--- config.mk ---
export PLATFORM = sky130hd
export DESIGN_NAME = multicycle_sequencer
export DESIGN_NICKNAME = d
export VERILOG_FILES = /design/src/rtl/multicycle_sequencer.sv
export SDC_FILE = /design/constraint.sdc
export NUM_CORES = 1
export LEC_CHECK = 0
export CORE_ASPECT_RATIO = 1.25
export CORE_MARGIN = 5
export CORE_UTILIZATION = 50
export DETAILED_ROUTE_END_ITERATION = 16
export GPL_ROUTABILITY_DRIVEN = 0
export HOLD_SLACK_MARGIN = 0.03
export PLACE_DENSITY = 0.77
export RECOVER_POWER = 100
export REMOVE_ABC_BUFFERS = 1
export SLEW_MARGIN = 10
export SYNTH_ARGS = -nofsm -noshare
export SYNTH_HDL_FRONTEND = slang
export SYNTH_SLANG_ARGS = --single-unit
--- constraint.sdc ---
create_clock -name clk -period 4.4 [get_ports clk]
set_input_delay 0.88 -clock clk [delete_from_list [all_inputs] [get_ports clk]]
set_output_delay 0.88 -clock clk [all_outputs]
set_load 0.005 [all_outputs]
--- src/rtl/multicycle_sequencer.sv ---
// Multicycle control sequencer for the MIPS core: tick-paced FSM with counted memory waits.
// Optional single-step HOLD state is built when SEQ_SINGLE_STEP_EN is defined.
module multicycle_sequencer #(
    parameter int TICK_DIV    = 1,
    parameter int MEM_LATENCY = 3,
    parameter int CNT_W       = 32
) (
    input  logic             clk,
    input  logic             reset,
    input  logic             top_en,
    input  logic [3:0]       path_index,
    input  logic             mem_ready,
    input  logic             step_mode,
    input  logic             step,
    output logic             mem_en,
    output logic             mem_ren,
    output logic             mem_wen,
    output logic [1:0]       addr_sel,
    output logic             ir_load,
    output logic             pc_inc,
    output logic             pc_redirect,
    output logic             decoder_en,
    output logic             reg_en,
    output logic             reg_write,
    output logic             alu_en,
    output logic             jump_en,
    output logic             branch_en,
    output logic [7:0]       stage,
    output logic             halted,
    output logic             illegal,
    output logic [CNT_W-1:0] retired
);
    localparam int TICK_W = (TICK_DIV > 1) ? $clog2(TICK_DIV) : 1;
    localparam int WAIT_W = $clog2(MEM_LATENCY + 1);
    localparam logic [TICK_W-1:0] TICK_LAST = TICK_W'(TICK_DIV - 1);
    localparam logic [WAIT_W-1:0] WAIT_LAST = WAIT_W'(MEM_LATENCY);

    localparam logic [7:0] ST_IF  = 8'h01;
    localparam logic [7:0] ST_REG = 8'h02;
    localparam logic [7:0] ST_EX  = 8'h04;
    localparam logic [7:0] ST_MEM = 8'h08;
    localparam logic [7:0] ST_WB  = 8'h10;
    localparam logic [7:0] ST_JU  = 8'h20;
    localparam logic [7:0] ST_BR  = 8'h40;
    localparam logic [7:0] ST_SK  = 8'h80;

    typedef enum logic [3:0] {
        IDLE     = 4'd0,
        FETCH    = 4'd1,
        FWAIT    = 4'd2,
        DECODE   = 4'd3,
        DISPATCH = 4'd4,
        REGFILE  = 4'd5,
        EXECUTE  = 4'd6,
        MEMORY   = 4'd7,
        MWAIT    = 4'd8,
        REGWRITE = 4'd9,
        JUMP     = 4'd10,
        BRANCH   = 4'd11,
        SINK     = 4'd12
`ifdef SEQ_SINGLE_STEP_EN
        , HOLD   = 4'd13
`endif
    } state_t;

    state_t              state_r, next_state_s, retire_dest_s;
    logic [TICK_W-1:0]   tick_cnt_r;
    logic [WAIT_W-1:0]   wait_cnt_r, wait_inc_s;
    logic [3:0]          path_r, path_s;
    logic                redirect_r, advance_s, wait_done_s, retire_s, illegal_set_s;
    logic                mem_en_s, mem_ren_s, mem_wen_s, ir_load_s, pc_inc_s, pc_redirect_s;
    logic                decoder_en_s, reg_en_s, reg_write_s, alu_en_s, jump_en_s, branch_en_s;
    logic [1:0]          addr_sel_s;
    logic [7:0]          stage_s;

`ifdef SEQ_SINGLE_STEP_EN
    logic step_seen_r, step_seen_s;
    assign retire_dest_s = step_mode ? HOLD : FETCH;
    assign step_seen_s   = step_seen_r | step;

    // Remember a step pulse seen between ticks while parked in HOLD.
    always_ff @(posedge clk or negedge reset) begin
        if (!reset) begin
            step_seen_r <= 1'b0;
        end else begin
            step_seen_r <= (state_r == HOLD) && !advance_s && step_seen_s;
        end
    end
`else
    logic unused_s;
    assign retire_dest_s = FETCH;
    assign unused_s      = ^{step_mode, step};
`endif

    // Free-running divider; ticks keep counting even while top_en is low.
    always_ff @(posedge clk or negedge reset) begin
        if (!reset) begin
            tick_cnt_r <= {TICK_W{1'b0}};
        end else if (tick_cnt_r == TICK_LAST) begin
            tick_cnt_r <= {TICK_W{1'b0}};
        end else begin
            tick_cnt_r <= tick_cnt_r + TICK_W'(1);
        end
    end

    assign advance_s   = (tick_cnt_r == TICK_LAST) && top_en;
    assign wait_inc_s  = (wait_cnt_r == WAIT_LAST) ? wait_cnt_r : wait_cnt_r + WAIT_W'(1);
    assign wait_done_s = (wait_inc_s == WAIT_LAST) && mem_ready;
    assign path_s      = (state_r == DISPATCH) ? path_index : path_r;

    // Next-state selection, retire detection and illegal-class detection.
    always_comb begin
        next_state_s  = state_r;
        retire_s      = 1'b0;
        illegal_set_s = 1'b0;
        case (state_r)
            IDLE:     next_state_s = FETCH;
            FETCH:    next_state_s = FWAIT;
            FWAIT: begin
                if (wait_done_s) begin
                    next_state_s = DECODE;
                end else begin
                    next_state_s = FWAIT;
                end
            end
            DECODE:   next_state_s = DISPATCH;
            DISPATCH: begin
                case (path_s)
                    4'd0, 4'd6:                         next_state_s = REGWRITE;
                    4'd5:                               next_state_s = JUMP;
                    4'd9:                               next_state_s = SINK;
                    4'd1, 4'd2, 4'd3, 4'd4, 4'd7, 4'd8: next_state_s = REGFILE;
                    default: begin
                        next_state_s  = SINK;
                        illegal_set_s = 1'b1;
                    end
                endcase
            end
            REGFILE: begin
                if (path_s == 4'd8) begin
                    next_state_s = JUMP;
                end else begin
                    next_state_s = EXECUTE;
                end
            end
            EXECUTE: begin
                case (path_s)
                    4'd1:       next_state_s = REGWRITE;
                    4'd2, 4'd3: next_state_s = MEMORY;
                    4'd4:       next_state_s = BRANCH;
                    4'd7: begin
                        next_state_s = retire_dest_s;
                        retire_s     = 1'b1;
                    end
                    default: begin
                        next_state_s  = SINK;
                        illegal_set_s = 1'b1;
                    end
                endcase
            end
            MEMORY:   next_state_s = MWAIT;
            MWAIT: begin
                if (!wait_done_s) begin
                    next_state_s = MWAIT;
                end else if (path_s == 4'd2) begin
                    next_state_s = REGWRITE;
                end else begin
                    next_state_s = retire_dest_s;
                    retire_s     = 1'b1;
                end
            end
            REGWRITE: begin
                if (path_s == 4'd6) begin
                    next_state_s = JUMP;
                end else begin
                    next_state_s = retire_dest_s;
                    retire_s     = 1'b1;
                end
            end
            JUMP, BRANCH: begin
                next_state_s = retire_dest_s;
                retire_s     = 1'b1;
            end
            SINK:     next_state_s = SINK;
`ifdef SEQ_SINGLE_STEP_EN
            HOLD: begin
                if (step_seen_s) begin
                    next_state_s = FETCH;
                end else begin
                    next_state_s = HOLD;
                end
            end
`endif
            default:  next_state_s = IDLE;
        endcase
    end

    // Output values for the state being entered; FWAIT keeps the fetch address select.
    always_comb begin
        {mem_en_s, mem_ren_s, mem_wen_s} = 3'b000;
        addr_sel_s = 2'd0;
        {ir_load_s, pc_inc_s, pc_redirect_s} = 3'b000;
        {decoder_en_s, reg_en_s, reg_write_s, alu_en_s, jump_en_s, branch_en_s} = 6'b000000;
        stage_s = 8'h00;
        case (next_state_s)
            FETCH: begin
                {mem_en_s, mem_ren_s} = 2'b11;
                addr_sel_s = redirect_r ? 2'd2 : 2'd0;
                stage_s    = ST_IF;
            end
            FWAIT: begin
                {mem_en_s, mem_ren_s} = 2'b11;
                addr_sel_s = addr_sel;
                stage_s    = ST_IF;
            end
            DECODE: begin
                {ir_load_s, pc_inc_s, decoder_en_s} = 3'b111;
                stage_s = ST_REG;
            end
            DISPATCH: stage_s = ST_REG;
            REGFILE: begin
                reg_en_s = 1'b1;
                stage_s  = ST_REG;
            end
            EXECUTE: begin
                alu_en_s = 1'b1;
                stage_s  = ST_EX;
            end
            MEMORY, MWAIT: begin
                mem_en_s   = 1'b1;
                mem_ren_s  = (path_s == 4'd2);
                mem_wen_s  = (path_s == 4'd3);
                addr_sel_s = 2'd1;
                stage_s    = ST_MEM;
            end
            REGWRITE: begin
                {reg_en_s, reg_write_s} = 2'b11;
                stage_s = ST_WB;
            end
            JUMP: begin
                {jump_en_s, pc_redirect_s} = 2'b11;
                stage_s = ST_JU;
            end
            BRANCH: begin
                {branch_en_s, pc_redirect_s} = 2'b11;
                stage_s = ST_BR;
            end
            SINK:    stage_s = ST_SK;
            default: stage_s = 8'h00;
        endcase
    end

    // Sequencer state, wait counter, redirect flag and registered outputs.
    always_ff @(posedge clk or negedge reset) begin
        if (!reset) begin
            state_r     <= IDLE;
            wait_cnt_r  <= {WAIT_W{1'b0}};
            path_r      <= 4'd0;
            redirect_r  <= 1'b0;
            {mem_en, mem_ren, mem_wen} <= 3'b000;
            addr_sel    <= 2'd0;
            {ir_load, pc_inc, pc_redirect} <= 3'b000;
            {decoder_en, reg_en, reg_write, alu_en, jump_en, branch_en} <= 6'b000000;
            stage       <= 8'h00;
            halted      <= 1'b0;
            illegal     <= 1'b0;
            retired     <= {CNT_W{1'b0}};
        end else if (advance_s) begin
            state_r <= next_state_s;
            if ((state_r == FETCH) || (state_r == MEMORY)) begin
                wait_cnt_r <= {WAIT_W{1'b0}};
            end else if ((state_r == FWAIT) || (state_r == MWAIT)) begin
                wait_cnt_r <= wait_inc_s;
            end
            if (state_r == DISPATCH) begin
                path_r <= path_index;
            end
            if ((next_state_s == JUMP) || (next_state_s == BRANCH)) begin
                redirect_r <= 1'b1;
            end else if (state_r == FETCH) begin
                redirect_r <= 1'b0;
            end
            {mem_en, mem_ren, mem_wen} <= {mem_en_s, mem_ren_s, mem_wen_s};
            addr_sel    <= addr_sel_s;
            {ir_load, pc_inc, pc_redirect} <= {ir_load_s, pc_inc_s, pc_redirect_s};
            {decoder_en, reg_en, reg_write, alu_en, jump_en, branch_en} <=
                {decoder_en_s, reg_en_s, reg_write_s, alu_en_s, jump_en_s, branch_en_s};
            stage       <= stage_s;
            halted      <= (next_state_s == SINK);
            illegal     <= illegal | illegal_set_s;
            if (retire_s) begin
                retired <= retired + {{(CNT_W-1){1'b0}}, 1'b1};
            end
        end
    end
endmodule

==> qor.txt, run 1 <==
=================================================================================================
Gr usage total                                                                              19.3%
Total placed instance area                                                               4250 µm²
Layout fillers                                                                                590
Timing endpoint of the critical path                                                 addr_sel[0]$_DFFE_PN0P_
Detailed Place HPWL                                                                       5.94 mm
Launching instance or port of the critical path                                      path_index[1]
Worst-margin pin slew                                                                     1.57 ns
Number of flops mapped to enable cells by yosys                                                 0
Max frequency                                                                             288 MHz
Portion of total power attributed to sequential cells                                       40.7%
Number of diodes added for antenna fixing                                                       0
Drt drc                                                                                         0
Buffer depth of the longest clock path                                                          2
Area of the multi-input gates                                                            1700 µm²
Fraction of power consumed by the clock network                                             22.4%
Number of cell instances on the worst register-to-register path                                 6
Endpoint kind of the worst setup timing path                                             register
Maximum number of pins on one net before global-route repair                                   37
First-pass GRT wire length                                                                14.3 mm
Number of endpoints with negative hold slack in the final report                                0
Most common cell in the synthesized netlist                                          sky130_fd_sc_hd__dfrtp_1
Type of the most critical hold path                                                    reg -> reg
Main synth FF type                                                                   sky130_fd_sc_hd__dfrtp_1
Area Overhead vs Synth                                                                      19.1%
Register area share after synthesis                                                         43.9%
Number of buffers created by CTS                                                                9
Fraction of synthesized area in multiplexers                                                2.40%
Unrepaired setup endpoints after global routing                                             false
Reported leakage power                                                                 0.00198 µW
Post-Synthesis Mean Instance Area                                                        10.1 µm²
Final cell count without fillers                                                              506
Root buffer cell                                                                     sky130_fd_sc_hd__clkbuf_8
Max-cap violation count                                                                         1
Share of the synthesized netlist area taken by xor and xnor gates                           8.41%
Total of warnings raised by yosys                                                               0
Routed length per instance                                                                16.6 µm
Number of resized instances in the post-cts repair step                                         0
Internal Dissipation                                                                      1350 µW
CTS tree                                                                                      yes
Violation count after the first detailed-route iteration                                      237
Horizontal die dimension                                                                  86.4 µm
Setup TNS after final layout                                                                 0 ns
Residual overflow from global routing                                                           0
Number of distinct library cell variants in the gate-level netlist after synthesis             66
Placeable core region                                                                    7020 µm²
Area contributors post-synth                                                         sky130_fd_sc_hd__dfrtp_1, sky130_fd_sc_hd__xor2_1, sky130_fd_sc_hd__xnor2_1, sky130_fd_sc_hd__nor3_2, sky130_fd_sc_hd__inv_1
Critical Path Start Type                                                               input port
Die area                                                                                 9110 µm²
Register clock-pin slew on the reported worst setup and hold paths                        0.08 ns
Via count normalized by instance count                                                       5.62
Antenna-violating nets left                                                                     0
Final Cycle Share                                                                           79.0%
Asr flop ratio synth                                                                         100%
CTS Sinks                                                                                      64
Flops & latches, synth                                                                         64
Seq. cell area                                                                           1600 µm²
Critical register-to-register path startpoint                                        state_r[3]$_DFFE_PN0P_
Worst endpoint required time                                                              4.65 ns
Slew Limit Headroom                                                                        -4.41%
Setup Fix Bufs, Post-CTS                                                                        0
Combinational cell fraction of total power                                                  36.9%
Cell area after layout                                                                   4340 µm²
Peak VDD IR                                                                              0.356 mV
I/O pin count                                                                                  66
Reg-to-reg critical path endpoint                                                    addr_sel[0]$_DFFE_PN0P_
Final Skew                                                                              0.0112 ns
Fraction of the mapped netlist area in simple logic gates                                   25.2%
Proportion of layout cells with a drive suffix above 1                                      8.17%
Final cell utilization of the core                                                          61.8%
Cell accounting for the most synthesized area                                        sky130_fd_sc_hd__dfrtp_1
Total routed wirelength                                                                   8.40 mm
CTS H-tree lvls                                                                                 3
Count of pins over their slew limit                                                            30
Top cell type's share of synthesized area                                                   43.9%
Failing checks                                                                       capacitance limit, slew limit
Final layout net count                                                                        423
Status                                                                               complete, but fails checks
Final Critical Period                                                                     3.48 ns
Areal power density over the cells                                                     505 nW/µm²
Vias in the first global route                                                               2941
Clock latency on the worst-skew pair                                                      0.34 ns
Via Count                                                                                    2843
Placed insts                                                                                  491
Combinational family with the most area after synthesis                              simple AND/OR/NAND/NOR gates
Crit path DAT                                                                             3.73 ns
Vert. Die Dim                                                                              105 µm
Net Switching                                                                              836 µW
Area of the mapped netlist                                                               3640 µm²
Worst setup path category                                                               in -> reg
Gate Count Post-Synth                                                                         362
Std cell rows                                                                                  34
Synth Area in Adders                                                                       0.343%
Most common library cells after synthesis                                            sky130_fd_sc_hd__dfrtp_1, sky130_fd_sc_hd__inv_1, sky130_fd_sc_hd__nand2_1
Port bufs                                                                                      63
Largest fanout on the critical path                                                            13
Fraction of the mapped netlist area in compound gates                                       12.7%
Detailed-routing iteration count for the pre-antenna-repair pass                                4
Effective utilization at floorplan                                                          51.9%
CTS Hold Buffers Added                                                                          0
Number of setup violations in the final report                                                  0
Register-to-register setup slack                                                          1.14 ns
Net switching share of the total power                                                      38.2%
Initial antenna violation count                                                                 0
=================================================================================================
==> area by class of cell <==
class / instances / share of cell area [%]
clock buffers: 9 / 2.85
repair buffers: 66 / 14.8
flip-flops and latches: 64 / 36.9
multi-input cells: 245 / 39.2
inverters: 26 / 2.25
well taps: 90 / 2.60
clock inverters: 6 / 1.41
==> metrics by stage <==
step | hold slack, ns | total power [µW] | setup WS [ns]
final | 0.487 | 2190 | 0.922
after global routing | 0.510 | 2330 | 0.667
after CTS | 0.491 | 2260 | 1.30
after detailed placement | 0.472 | 1760 | 1.03
after global placement | 0.475 | 1740 | 1.12
after floorplan | 0.454 | 1400 | 1.61
==> cell usage in the layout (no fill, tap or decap), drive strengths merged, types with 4 or more instances in the layout <==
cell	count
a21oi	4
and2	7
clkbuf	11
clkdlybuf4s50	4
clkinv	4
dfrtp	64
dlygate4sd3	58
inv	26
mux2	6
nand2	26
nand2b	8
nand3	15
nand4	8
nor2	21
nor2b	7
nor3	18
nor4	5
nor4b	4
o211ai	4
o21ai	14
o2bb2ai	12
or2	4
or4b	4
xnor2	14
xor2	21
==> flip-flops by register name (all words and copies together), names as in the netlist, 2 cells and up <==
| register | count |
|---|---|
| addr_sel | 2 |
| path_r | 4 |
| retired | 32 |
| stage | 8 |
| state_r | 4 |
| wait_cnt_r | 2 |
==> cells by family (layout without fill, tap and decap cells) <==
logic type / Yosys count / in the layout
AND/OR/NAND/NOR: 140 / 140
flip-flops: 64 / 64
AO/OA/AOI/OAI: 61 / 61
buffers and inverters: 53 / 107
XOR/XNOR: 35 / 35
multiplexers: 8 / 8
adder cells (fa/ha/maj): 1 / 1
==> metal layers <==
layer	part of all wire [%]	vias to the layer above	global-route usage, %	wire length [µm]
met4	1.2	0	6.35	104
li1	-	1373	-	-
met2	50	85	30.9	4220
met3	5.3	9	5.07	445
met5	0	-	0	0
met1	43	1376	25.4	3630
==> how the worst min path moves through the flow <==
stage,start,depth (start not counted),slack [ns],end
global route,retired[7]$_DFFE_PN0P_,1,0.51,retired[7]$_DFFE_PN0P_
global placement,retired[29]$_DFFE_PN0P_,1,0.48,retired[29]$_DFFE_PN0P_
CTS,retired[31]$_DFFE_PN0P_,1,0.49,retired[31]$_DFFE_PN0P_
floorplan,illegal$_DFFE_PN0P_,2,0.45,illegal$_DFFE_PN0P_
detailed placement,retired[31]$_DFFE_PN0P_,1,0.47,retired[31]$_DFFE_PN0P_
finish,illegal$_DFFE_PN0P_,2,0.49,illegal$_DFFE_PN0P_
==> critical path: stages <==
cell                            delay [ns]
sky130_fd_sc_hd__dlygate4sd3_1        0.68
sky130_fd_sc_hd__nor4b_1              0.20
sky130_fd_sc_hd__mux2_1               0.37
sky130_fd_sc_hd__o21ai_0              0.19
sky130_fd_sc_hd__nand4_1              0.48
sky130_fd_sc_hd__o31ai_1              0.64
sky130_fd_sc_hd__mux2i_1              0.27
==> power by group through the flow <==
stage | registers [µW] | logic [µW] | clock network (µW)
2_1_floorplan | 860 | 544 | 0
3_3_place_gp | 896 | 840 | 0
3_5_place_dp | 900 | 861 | 0
4_1_cts | 890 | 868 | 499
5_1_grt | 913 | 894 | 525
6_report | 890 | 808 | 491
No activity file was read; power rests on OpenSTA's default activity.
==> inputs of run 2 (changes only) <==
- CORE_UTILIZATION: 50 -> 48
- clock period: 4.4 -> 2.9 ns (I/O delays scaled with it)
==> run 2 against run 1 <==
  * Routed wire length grew 1.1%
  * Final cell count grew 3.4%
  * Total power grew 63%
  * Worst hold slack lost 0.021 ns
  * Largest power group is now combinational cells
  * The run still ends with capacitance limit, slew limit left
  * Clock power grew 82%
  * Count of clock-buffer cells in the layout grew 1
  * Worst setup slack lost 0.68 ns
  * Sequential power grew 48%
  * Sequential cell count is the same
  * Global-route usage grew 0.11 points
  * Register-to-register slack lost 0.90 ns
  * Critical path depth shrank 1
==> qor.txt, run 2 (synthesis results as in run 1) <==
=====================================================================================
Clock latency on the worst-skew pair                                          0.34 ns   about the same
Root buffer cell                                                         sky130_fd_sc_hd__clkbuf_8   unchanged
Max frequency                                                                 377 MHz
Via Count                                                                        2930   was 2843
Number of buffers created by CTS                                                    9   unchanged
Areal power density over the cells                                         795 nW/µm²   was 505 nW/µm²
Setup Fix Bufs, Post-CTS                                                            0   unchanged
Placeable core region                                                        7400 µm²   was 7020 µm²
Via count normalized by instance count                                           5.60   was 5.62
Endpoint kind of the worst setup timing path                                 register   unchanged
Cell area after layout                                                       4490 µm²   was 4340 µm²
Largest register FFs                                                               32   unchanged
Final Cycle Share                                                               91.6%
Final Critical Period                                                         2.66 ns
Vias in the first global route                                                   3016   was 2941
Number of endpoints with negative hold slack in the final report                    0   unchanged
CTS Hold Buffers Added                                                              0   unchanged
Drt drc                                                                             0   unchanged
Max-cap violation count                                                             1   unchanged
I/O pin count                                                                      66   unchanged
Worst endpoint required time                                                  3.17 ns   was 4.65 ns
Crit path DAT                                                                 2.92 ns   was 3.73 ns
Maximum number of pins on one net before global-route repair                       38   was 37
Top flop regs                                                            retired: 32 flops, stage: 8 flops   unchanged
Worst-margin pin slew                                                         1.52 ns   was 1.57 ns
Hold_ws                                                                      0.466 ns   was 0.487 ns
Cell Chain, Critical Path                                                nor4b_2 > mux2_1 > o21ai_0 > nand4_2 > o31ai_2 > mux2i_1   was dlygate4sd3_1 > nor4b_1 > mux2_1 > o21ai_0 > nand4_1 > o31ai_1 > mux2i_1
Total routed wirelength                                                       8.49 mm   was 8.40 mm
Final layout net count                                                            437   was 423
Failing checks                                                           capacitance limit, slew limit   unchanged
Detailed Place HPWL                                                           6.10 mm   was 5.94 mm
Biggest register                                                              retired   unchanged
Setup TNS after final layout                                                     0 ns   unchanged
Initial antenna violation count                                                     0   unchanged
Count of pins over their slew limit                                                29   was 30
Port bufs                                                                          63   unchanged
Horizontal die dimension                                                      87.9 µm   was 86.4 µm
CTS Sinks                                                                          64   unchanged
Layout fillers                                                                    648   was 590
Violation count after the first detailed-route iteration                          173   was 237
Final cell utilization of the core                                              60.6%   was 61.8%
Proportion of layout cells with a drive suffix above 1                          10.9%   was 8.17%
CTS H-tree lvls                                                                     3   unchanged
Worst setup path category                                                  reg -> reg   was in -> reg
Total placed instance area                                                   4370 µm²   was 4250 µm²
First-pass GRT wire length                                                    14.5 mm   was 14.3 mm
Number of diodes added for antenna fixing                                           0   unchanged
Effective utilization at floorplan                                              49.2%   was 51.9%
Critical Path Start Type                                                     register   was input port
Most frequent standard cell in the layout excluding fill and tap cells   sky130_fd_sc_hd__dfrtp_1   unchanged
Reported leakage power                                                     0.00206 µW   was 0.00198 µW
CTS tree                                                                          yes   unchanged
Vert. Die Dim                                                                  107 µm   was 105 µm
Type of the most critical hold path                                        reg -> reg   unchanged
Gr usage total                                                                  19.4%   was 19.3%
Status                                                                   complete, but fails checks   unchanged
Unrepaired setup endpoints after global routing                                 false   unchanged
Peak VDD IR                                                                  0.473 mV   was 0.356 mV
Antenna-violating nets left                                                         0   unchanged
Std cell rows                                                                      35   was 34
Detailed-routing iteration count for the pre-antenna-repair pass                    5   was 4
Buffer depth of the longest clock path                                              2   unchanged
Number of resized instances in the post-cts repair step                             0   unchanged
Area Overhead vs Synth                                                          23.1%   was 19.1%
Routed length per instance                                                    16.2 µm   was 16.6 µm
Slew Limit Headroom                                                            -1.23%   was -4.41%
Residual overflow from global routing                                               0   unchanged
Number of setup violations in the final report                                      0   unchanged
Largest fanout on the critical path                                                12   was 13
Longest individual stage delay on the worst path                              0.52 ns   was 0.68 ns
Register clock-pin slew on the reported worst setup and hold paths            0.08 ns   about the same
Most frequent cells in the layout                                        sky130_fd_sc_hd__dfrtp_1, sky130_fd_sc_hd__dlygate4sd3_1, sky130_fd_sc_hd__inv_1, sky130_fd_sc_hd__nand2_1   unchanged
Final Skew                                                                  0.0105 ns   was 0.0112 ns
Slowest CP cell                                                          sky130_fd_sc_hd__dfrtp_1   was sky130_fd_sc_hd__dlygate4sd3_1
Die area                                                                     9450 µm²   was 9110 µm²
=====================================================================================
run 2: critical path: cells and delay by family (launching register included):
kind	cells	cell delay, ns
compound gates	2	0.62
mux	2	0.65
flops	1	0.52
simple gates	2	0.80
run 2: layout make-up:
type	instances	area, µm²	share of cell area (%)
multi-input combinational	245	1720	38.3
sequential	64	1600	35.7
timing repair buffer	80	727	16.2
clock buffer	10	138	3.07
tap	92	115	2.56
inverter	26	97.6	2.17
clock inverter	6	91.3	2.04
run 2: layer usage:
| metal | track usage, % | share of wire, % | vias up |
|---|---|---|---|
| met3 | 4.90 | 6.4 | 17 |
| met4 | 8.44 | 2.2 | 0 |
| met5 | 0 | 0 | - |
| met2 | 30.8 | 49 | 86 |
| li1 | - | - | 1395 |
| met1 | 24.8 | 42 | 1432 |
run 2: worst paths after layout:
check,to,startpoint,slack (ns),cells past startpoint
hold / removal,illegal$_DFFE_PN0P_,illegal$_DFFE_PN0P_,0.47,2
max in group asynchronous,retired[2]$_DFFE_PN0P_,reset,0.68,2
setup / recovery,addr_sel[0]$_DFFE_PN0P_,state_r[1]$_DFFE_PN0P_,0.24,6
min in group asynchronous,path_r[2]$_DFFE_PN0P_,reset,0.59,1
setup reg to reg,addr_sel[0]$_DFFE_PN0P_,state_r[1]$_DFFE_PN0P_,0.24,6
hold reg to reg,illegal$_DFFE_PN0P_,illegal$_DFFE_PN0P_,0.47,2
run 2: power breakdown:
part | switching [µW] | leakage [µW] | total, µW | internal, µW
Combinational | 702 | 0.00112 | 1350 | 651
Sequential | 246 | 0.000815 | 1320 | 1070
Clock | 383 | 0.000117 | 895 | 512
run 2: per-stage QoR:
stage / total power (µW) / std cells / worst slack [ns]
after floorplan: 2130 / 335 / 0.397
after global placement: 2720 / 507 / 0.0795
after detailed placement: 2770 / 507 / 0.0400
after CTS: 3680 / 523 / 0.313
after global routing: 3810 / 523 / 0.0915
final: 3570 / 523 / 0.245
